### src/rtl/async_fifo_1clk_pkg.sv
// Shared sizing for the single-clock FIFO slice.
//   DEF_DATA_WIDTH : default word width in bits
//   DEF_ADDR_WIDTH : default log2 of the FIFO depth
//   DEF_DEPTH      : number of entries at the default address width
//   DEF_PTR_WIDTH  : pointer width, one extra bit used as the wrap bit
package async_fifo_1clk_pkg;

  localparam int unsigned DEF_DATA_WIDTH = 8;
  localparam int unsigned DEF_ADDR_WIDTH = 4;
  localparam int unsigned DEF_DEPTH      = 1 << DEF_ADDR_WIDTH;
  localparam int unsigned DEF_PTR_WIDTH  = DEF_ADDR_WIDTH + 1;

endpackage

### src/rtl/async_fifo_1clk_mem.sv
// Simple dual-port RAM, DEPTH x DATA_WIDTH, for the FIFO storage.
//   clk   : clock, rising edge
//   rst   : synchronous active-high reset, clears only the read register
//   we    : write enable; mem[waddr] <= wdata
//   waddr : write address
//   wdata : write data
//   re    : read enable; rdata <= mem[raddr], otherwise rdata holds
//   raddr : read address
//   rdata : registered read data
module fifo_mem
  import async_fifo_1clk_pkg::*;
#(
  parameter int unsigned DATA_WIDTH = DEF_DATA_WIDTH,
  parameter int unsigned ADDR_WIDTH = DEF_ADDR_WIDTH
) (
  input  logic                  clk,
  input  logic                  rst,
  input  logic                  we,
  input  logic [ADDR_WIDTH-1:0] waddr,
  input  logic [DATA_WIDTH-1:0] wdata,
  input  logic                  re,
  input  logic [ADDR_WIDTH-1:0] raddr,
  output logic [DATA_WIDTH-1:0] rdata
);

  localparam int unsigned DEPTH = 1 << ADDR_WIDTH;

  logic [DATA_WIDTH-1:0] mem [DEPTH];

  // Storage carries no reset so it can map onto block RAM.
  always_ff @(posedge clk) begin
    if (we) begin
      mem[waddr] <= wdata;
    end
  end

  always_ff @(posedge clk) begin
    if (rst) begin
      rdata <= '0;
    end else if (re) begin
      rdata <= mem[raddr];
    end
  end

endmodule

### src/rtl/async_fifo_1clk.sv
// Single-clock byte FIFO with request-style write/read ports and full/empty flags.
// Requests that would overflow or underflow are ignored.
//   wclk   : the single clock, rising edge
//   wrst   : synchronous active-high reset, empties the FIFO and clears rdata
//   wreq   : write request, accepted when !wfull
//   rreq   : read request, accepted when !rempty
//   wdata  : write data, sampled on an accepted write
//   rdata  : registered read data, valid one edge after an accepted read
//   wfull  : FIFO holds DEPTH entries
//   rempty : FIFO holds no entries
module async_fifo_1clk
  import async_fifo_1clk_pkg::*;
#(
  parameter int unsigned DATA_WIDTH = DEF_DATA_WIDTH,
  parameter int unsigned ADDR_WIDTH = DEF_ADDR_WIDTH
) (
  input  logic                  wclk,
  input  logic                  wrst,
  input  logic                  wreq,
  input  logic                  rreq,
  input  logic [DATA_WIDTH-1:0] wdata,
  output logic [DATA_WIDTH-1:0] rdata,
  output logic                  wfull,
  output logic                  rempty
);

  localparam int unsigned PTR_WIDTH = ADDR_WIDTH + 1;

  logic [PTR_WIDTH-1:0] wptr;
  logic [PTR_WIDTH-1:0] rptr;
  logic                 do_wr;
  logic                 do_rd;

  // Equal pointers mean empty; equal addresses with differing wrap bits mean full.
  assign rempty = (wptr == rptr);
  assign wfull  = (wptr[PTR_WIDTH-1] != rptr[PTR_WIDTH-1]) &&
                  (wptr[ADDR_WIDTH-1:0] == rptr[ADDR_WIDTH-1:0]);

  // Acceptance uses the flags ahead of the edge, so full+both reads only and
  // empty+both writes only.
  assign do_wr = wreq && !wfull && !wrst;
  assign do_rd = rreq && !rempty && !wrst;

  always_ff @(posedge wclk) begin
    if (wrst) begin
      wptr <= '0;
      rptr <= '0;
    end else begin
      if (do_wr) begin
        wptr <= wptr + PTR_WIDTH'(1);
      end
      if (do_rd) begin
        rptr <= rptr + PTR_WIDTH'(1);
      end
    end
  end

  fifo_mem #(
    .DATA_WIDTH (DATA_WIDTH),
    .ADDR_WIDTH (ADDR_WIDTH)
  ) u_mem (
    .clk   (wclk),
    .rst   (wrst),
    .we    (do_wr),
    .waddr (wptr[ADDR_WIDTH-1:0]),
    .wdata (wdata),
    .re    (do_rd),
    .raddr (rptr[ADDR_WIDTH-1:0]),
    .rdata (rdata)
  );

endmodule

### config.mk
export PLATFORM = sky130hd
export DESIGN_NAME = async_fifo_1clk
export DESIGN_NICKNAME = d
export VERILOG_FILES = /design/src/rtl/async_fifo_1clk_pkg.sv /design/src/rtl/async_fifo_1clk_mem.sv /design/src/rtl/async_fifo_1clk.sv
export SDC_FILE = /design/constraint.sdc
export NUM_CORES = 1
export LEC_CHECK = 0
export ABC_CLOCK_PERIOD_IN_PS = 3400
export CORE_ASPECT_RATIO = 1.5
export CORE_MARGIN = 4
export CORE_UTILIZATION = 55
export CTS_CLUSTER_DIAMETER = 60
export DETAILED_ROUTE_END_ITERATION = 16
export GPL_TIMING_DRIVEN = 0
export PLACE_DENSITY_LB_ADDON = 0.3
export SLEW_MARGIN = 30
export SYNTH_ARGS = -nofsm -noshare
export SYNTH_HDL_FRONTEND = slang
export SYNTH_HIERARCHICAL = 1
export SYNTH_SLANG_ARGS = --single-unit
### constraint.sdc
create_clock -name wclk -period 3.4 [get_ports wclk]
set_input_delay 0.68 -clock wclk [delete_from_list [all_inputs] [get_ports wclk]]
set_output_delay 0.68 -clock wclk [all_outputs]
set_load 0.02 [all_outputs]
# [Word-level counts from Yosys, hierarchy flattened]
# Memory sizes are Yosys's and may differ from the RTL's. A register that Yosys moved wholly into a read port is not among the register bits.
# Index checks and enable logic that the tools add are counted.
[op_classes] eq_ne=3 reduce_logical=8 n_addsub=2 n_mux=2
[op_table] op="$add 5x1->5 const B" n=2
[op_table] op="$eq 5x5->1" n=1
[op_table] op="$logic_and 1x1->1" n=5
[op_table] op="$eq 4x4->1" n=1
[op_table] op="$logic_not 1->1" n=3
[op_table] op="$mux 1" n=2
[op_table] op="$ne 1x1->1" n=1
[word_totals] ff_bits=10 ram_bits=128 output_inout_bits=10 in_bits=12 memories=1
[mem_list] memory="u_mem.mem" depth=16 width=8 rd=1 rd_clocked_by_memory_dff=1 wr=1 line="async_fifo_1clk_mem.sv:28" text="logic [DATA_WIDTH-1:0] mem [DEPTH];"

# [Logic depth before layout (Yosys ltp)]
[depth] word_depth=7 depth_mapped=8

# [Modules after synthesis]
# Netlist, hierarchy kept.
[by_module_without_submodules] mod="fifo_mem" instances=1 cells_per_inst=316 area_each_um2=5343.9
[by_module_without_submodules] mod="async_fifo_1clk" instances=1 cells_per_inst=69 area_each_um2=651.9

# [Least setup slack after synthesis]
# Ideal clock, no wire load.
[synth_timing] path_type="register to register" startpoint="reg wptr[0]" endpoint="mem u_mem/mem[0][0] (netlist name), enable pin" required_time_ps=3017 path_slack_ps=617 arrival_ps=2399 stages_incl_launch_ff=7 period_less_slack_ps=2783 setup_time_ps=383 n_path_buf=0 path_cell_list="dfxtp_1 > xor2_1 > nor4_4 > a21boi_2 > nor2b_1 > or3b_2 > nor3_1"
[synth_between] elab_chain_len=7
[synth_rtl] item="from (decl)" line="async_fifo_1clk.sv:29" text="logic [PTR_WIDTH-1:0] wptr;"
[synth_rtl] item="from (signal assigned)" line="async_fifo_1clk.sv:50" text="wptr <= wptr + PTR_WIDTH'(1);"
[synth_rtl] item="$eq 4x4->1" line="async_fifo_1clk.sv:37" text="(wptr[ADDR_WIDTH-1:0] == rptr[ADDR_WIDTH-1:0]);"
[synth_rtl] item="$logic_and 1x1->1" line="async_fifo_1clk.sv:36" text="assign wfull = (wptr[PTR_WIDTH-1] != rptr[PTR_WIDTH-1]) &&"
[synth_rtl] item="$logic_not 1->1" line="async_fifo_1clk.sv:41" text="assign do_wr = wreq && !wfull && !wrst;"
[synth_rtl] item="$logic_and 1x1->1 (2 in series)" line="async_fifo_1clk.sv:41"
[synth_rtl] item="via do_wr" line="async_fifo_1clk.sv:31" text="logic do_wr;"
[synth_rtl] item="$mux 1" line="async_fifo_1clk_mem.sv:32" text="if (we) begin"
[synth_rtl] item="$mux 1 (not written as such)" line="async_fifo_1clk_mem.sv:33" text="mem[waddr] <= wdata;"
[synth_rtl] item="to (decl)" line="async_fifo_1clk_mem.sv:28"
# The timed path passes the listed nets, and every way through them passes these cells.

# [Final worst setup path]
[layout_timing] startpoint="reg wptr[1]" endpoint="mem u_mem/mem[1][3] (netlist name), enable pin"
# Same word-level chain as after synthesis.

==> flow_summary.yaml <==
run_status:
  status: "complete, no violations"
flow_run:
  maxCapViolations: 0
global_route:
  grt_use_met2_pct: 32.71
  antenna_found_initial: 0
  grt_pass1_vias: 3408
  grt_pass1_wl_mm: 18.59
  grt_use_met1_pct: 24.18
  grt_busiest_layer: "met2"
  grt_overflow_total: 0
  track_usage_pct: 20.26
  grt_max_degree: 17
  use_met3_pct: 5.094
floorplanning:
  num_io_pins: 22
  die_h_microns: 135.9
  rows: 46
  start_util_pct: 56.31
  coreArea_sq_mm: 0.01065
  die_x_microns: 93.25
  fp.dieArea_sq_mm: 0.01267
timing:
  hold_viol: 0
  slew_headroom_pct: 38.58
  whs_ns: 0.4553
  drv_slew: 0
  finalCritPeriodShare_pct: 94.99
  fin_crit_ns: 3.230
  rsz0062_at_grt: "no"
  finClkSkew_ns: 0.004681
  setup-violations-final: 0
  worstMarginPinSlew_ns: 0.9180
  max_freq_mhz: 309.6
clock_tree:
  cts_tree: "yes"
  h-tree-depth: 4
  clock_latency_ns: 0.41
  cts_sinks: 146
  cts_made_buffers: 17
  cts_resized: 0
  clock_path_buffers: 2
  cts-root-buf: "clkbuf_16"
  clk_pin_slew_worst_paths_ns: 0.05
power:
  p_leak_nw: 2.314
  power_density_mw_per_mm2: 587.5
  pwr-share-comb_pct: 7.1
  seq_power_share_pct: 48.5
  internal_power_mw: 3.271
  power.share.clock_pct: 44.4
  swShare_pct: 20.73
  ir_drop_uv: 435.2
  switchingPower_uw: 855.2
synth:
  synthXorXnorAreaFrac_pct: 0.8765
  syn_avg_cell_area_sq_um: 15.57
  ys_seq_area_share_pct: 70.12
  syn_area_sq_mm: 0.005996
  synth.ff_latch_count: 146
  synth_top_family_by_area: "multiplexers"
  synth.area.mux_share_pct: 12.65
  async_flop_share_pct: 0
  synthSimpleGateAreaFrac_pct: 8.869
  syn_nets: 399
  syn_inst: 385
  ys_types: 31
  synth-compound-area-share_pct: 4.549
  ys_warn_count: 6
  synth_edf_count: 128
  synth_ff_type: "edfxtp_1"
  synth-adder-area-share_pct: 0.4174
drt:
  routedWlPerCell_microns: 20.42
  vias_per_cell: 5.713
  drt_pass1_iterations: 4
  first_iter_violations: 274
  antenna_left: 0
  wl_mm: 11.95
  drc: 0
  vias: 3342
setup_path:
  cp_data_required_time_ns: 3.43
  worst-path-max-fanout: 11
  r2r_slack_ns: 0.17
  crit_chain: "xor2_1 -> nor4_4 -> buf_4 -> a21boi_2 -> nor2b_1 -> or3b_2 -> nor2_1"
  startpoint: "wptr[1]$_SDFFE_PP0P_"
  end_kind: "flip-flop"
  slowest_stage: "nor2_1"
  crit_buf_inv: 1
  r2r-start: "wptr[1]$_SDFFE_PP0P_"
  critPathKind: "flip-flop to flip-flop"
  cp.arrival_ns: 3.26
  critPathMaxStageDelay_ns: 0.65
  worst_setup_path_start_kind: "flip-flop"
  cpLargestDelayFamily: "simple AND/OR/NAND/NOR gates"
worst_hold_path:
  hold_path.startpoint: "u_mem/rdata[3]$_SDFFE_PP0P_"
  hold_class: "flip-flop to flip-flop"
placement:
  dp_cells: 550
  gp_congestion: 0.8209
  io_buffers: 21
  hpwl_mm: 7.956
finish:
  fillers: 728
  final_util_pct: 65.96
  syn_to_final_growth_pct: 17.13
  diodes: 0
  drive_gt1_share_pct: 13.38
  fin_cells: 585
  final_nets: 442
==> path summary, 6_finish.rpt <==
| check | to | cells after the start |
|---|---|---|
| worst max-delay path | u_mem/mem[1][3]$_DFFE_PP_ | 7 |
| worst min-delay path | u_mem/rdata[3]$_SDFFE_PP0P_ | 2 |
| worst max register to register | u_mem/mem[1][3]$_DFFE_PP_ | 7 |
| worst min register to register | u_mem/rdata[3]$_SDFFE_PP0P_ | 2 |
==> stage by stage <==
| step | instance area (sq um) | worst slack (ns) | total power [mW] | setup TNS [ns] |
|---|---|---|---|---|
| final | 7023 | 0.1704 | 4.126 | 0 |
| after global routing | 7023 | 0.04503 | 4.261 | 0 |
| after CTS | 7000 | 0.06851 | 4.138 | 0 |
| after detailed placement | 6406 | 0.09290 | 2.310 | 0 |
| after global placement | 6386 | -0.2380 | 2.302 | -1.901 |
| after floorplan | 5996 | 0.6172 | 2.180 | 0 |
==> per-layer routing <==
| metal | vias to the layer above | part of all wire, % |
|---|---|---|
| met3 | 31 | 5.3 |
| li1 | 1560 | - |
| met1 | 1652 | 39 |
| met4 | 0 | 5.7 |
| met5 | - | 0 |
| met2 | 99 | 50 |
==> Yosys cell counts, drive strengths merged, types with 6 or more instances <==
| library cell | n | share of area, % |
|---|---|---|
| edfxtp | 128 | 64 |
| mux2i | 66 | 11 |
| nand3 | 25 | 2.1 |
| a22oi | 24 | 3.0 |
| nor2 | 22 | 1.4 |
| nand2 | 19 | 1.2 |
| dfxtp | 18 | 6.0 |
| buf | 15 | 2.5 |
| a21oi | 14 | 1.2 |
| mux2 | 8 | 1.6 |
| and2b | 6 | 0.75 |
| nor2b | 6 | 0.63 |
==> sequential cells by signal, summed over array words and instances, names as in the netlist <==
name         cells
u_mem/mem      128
u_mem/rdata      8
rptr             5
wptr             5
==> worst register-to-register path: cells and delay by family (launching register included) <==
family	cells	cell delay, ns
compound gates	1	0.21
buf+inv	1	0.15
simple gates	4	1.58
flops	1	0.62
xor+xnor	1	0.29
==> logic make-up (layout without fill, tap and decap cells) <==
logic type      Yosys count  after routing
compound gates           40             40
xor+xnor                  6              6
fa+ha+maj                 2              2
buf+inv                  16             72
flops                   146            146
mux                      74             74
simple gates            101            101
==> cells in the final DEF, fill, tap and decap left out, types with 2 or more instances in the layout <==
master,synthesis,layout
edfxtp_1,128,128
mux2i_1,66,66
nand3_1,25,25
a22oi_1,24,24
nor2_1,22,22
clkdlybuf4s50_1,0,21
nand2_1,19,19
dfxtp_1,18,18
clkbuf_16,0,17
a21oi_1,14,14
buf_2,8,8
nor2b_1,6,6
and2b_1,6,6
mux2_1,6,6
xor2_1,5,5
nand2b_1,5,5
nand4_1,4,4
clkinv_2,0,4
nor3_2,0,4
bufinv_16,0,3
clkinv_1,0,3
buf_4,0,3
nand3b_1,3,3
buf_8,3,3
a21boi_2,2,2
and2_2,2,2
clkbuf_1,1,2
mux2_4,2,2
ha_1,2,2
clkbuf_8,0,2
buf_6,2,2
buf_12,2,2
==> timing repair <==
action | CTS | global route
hold buffers | 0 | 0
setup endpoints to repair | 0 | 2
buffers inserted | 0 | 3
==> power groups by stage <==
| stage | clock, mW | sequential, mW | combinational [mW] |
|---|---|---|---|
| after floorplan | 0 | 2.04 | 0.139 |
| after global placement | 0 | 2.03 | 0.267 |
| after detailed placement | 0 | 2.04 | 0.273 |
| after CTS | 1.86 | 2.00 | 0.275 |
| after global routing | 1.95 | 2.00 | 0.311 |
| final | 1.83 | 2.00 | 0.292 |
==> final cells by class <==
type / instances / area (sq um) / area share, %
clock inverter: 12 / 137.6 / 1.960
timing repair buffer: 24 / 232.7 / 3.314
sequential: 146 / 4204 / 59.86
clock buffer: 20 / 456.7 / 6.503
tap: 144 / 180.2 / 2.565
buffer: 16 / 151.4 / 2.156
multi-input combinational: 223 / 1660 / 23.64
Power figures use the tool's default switching activity.
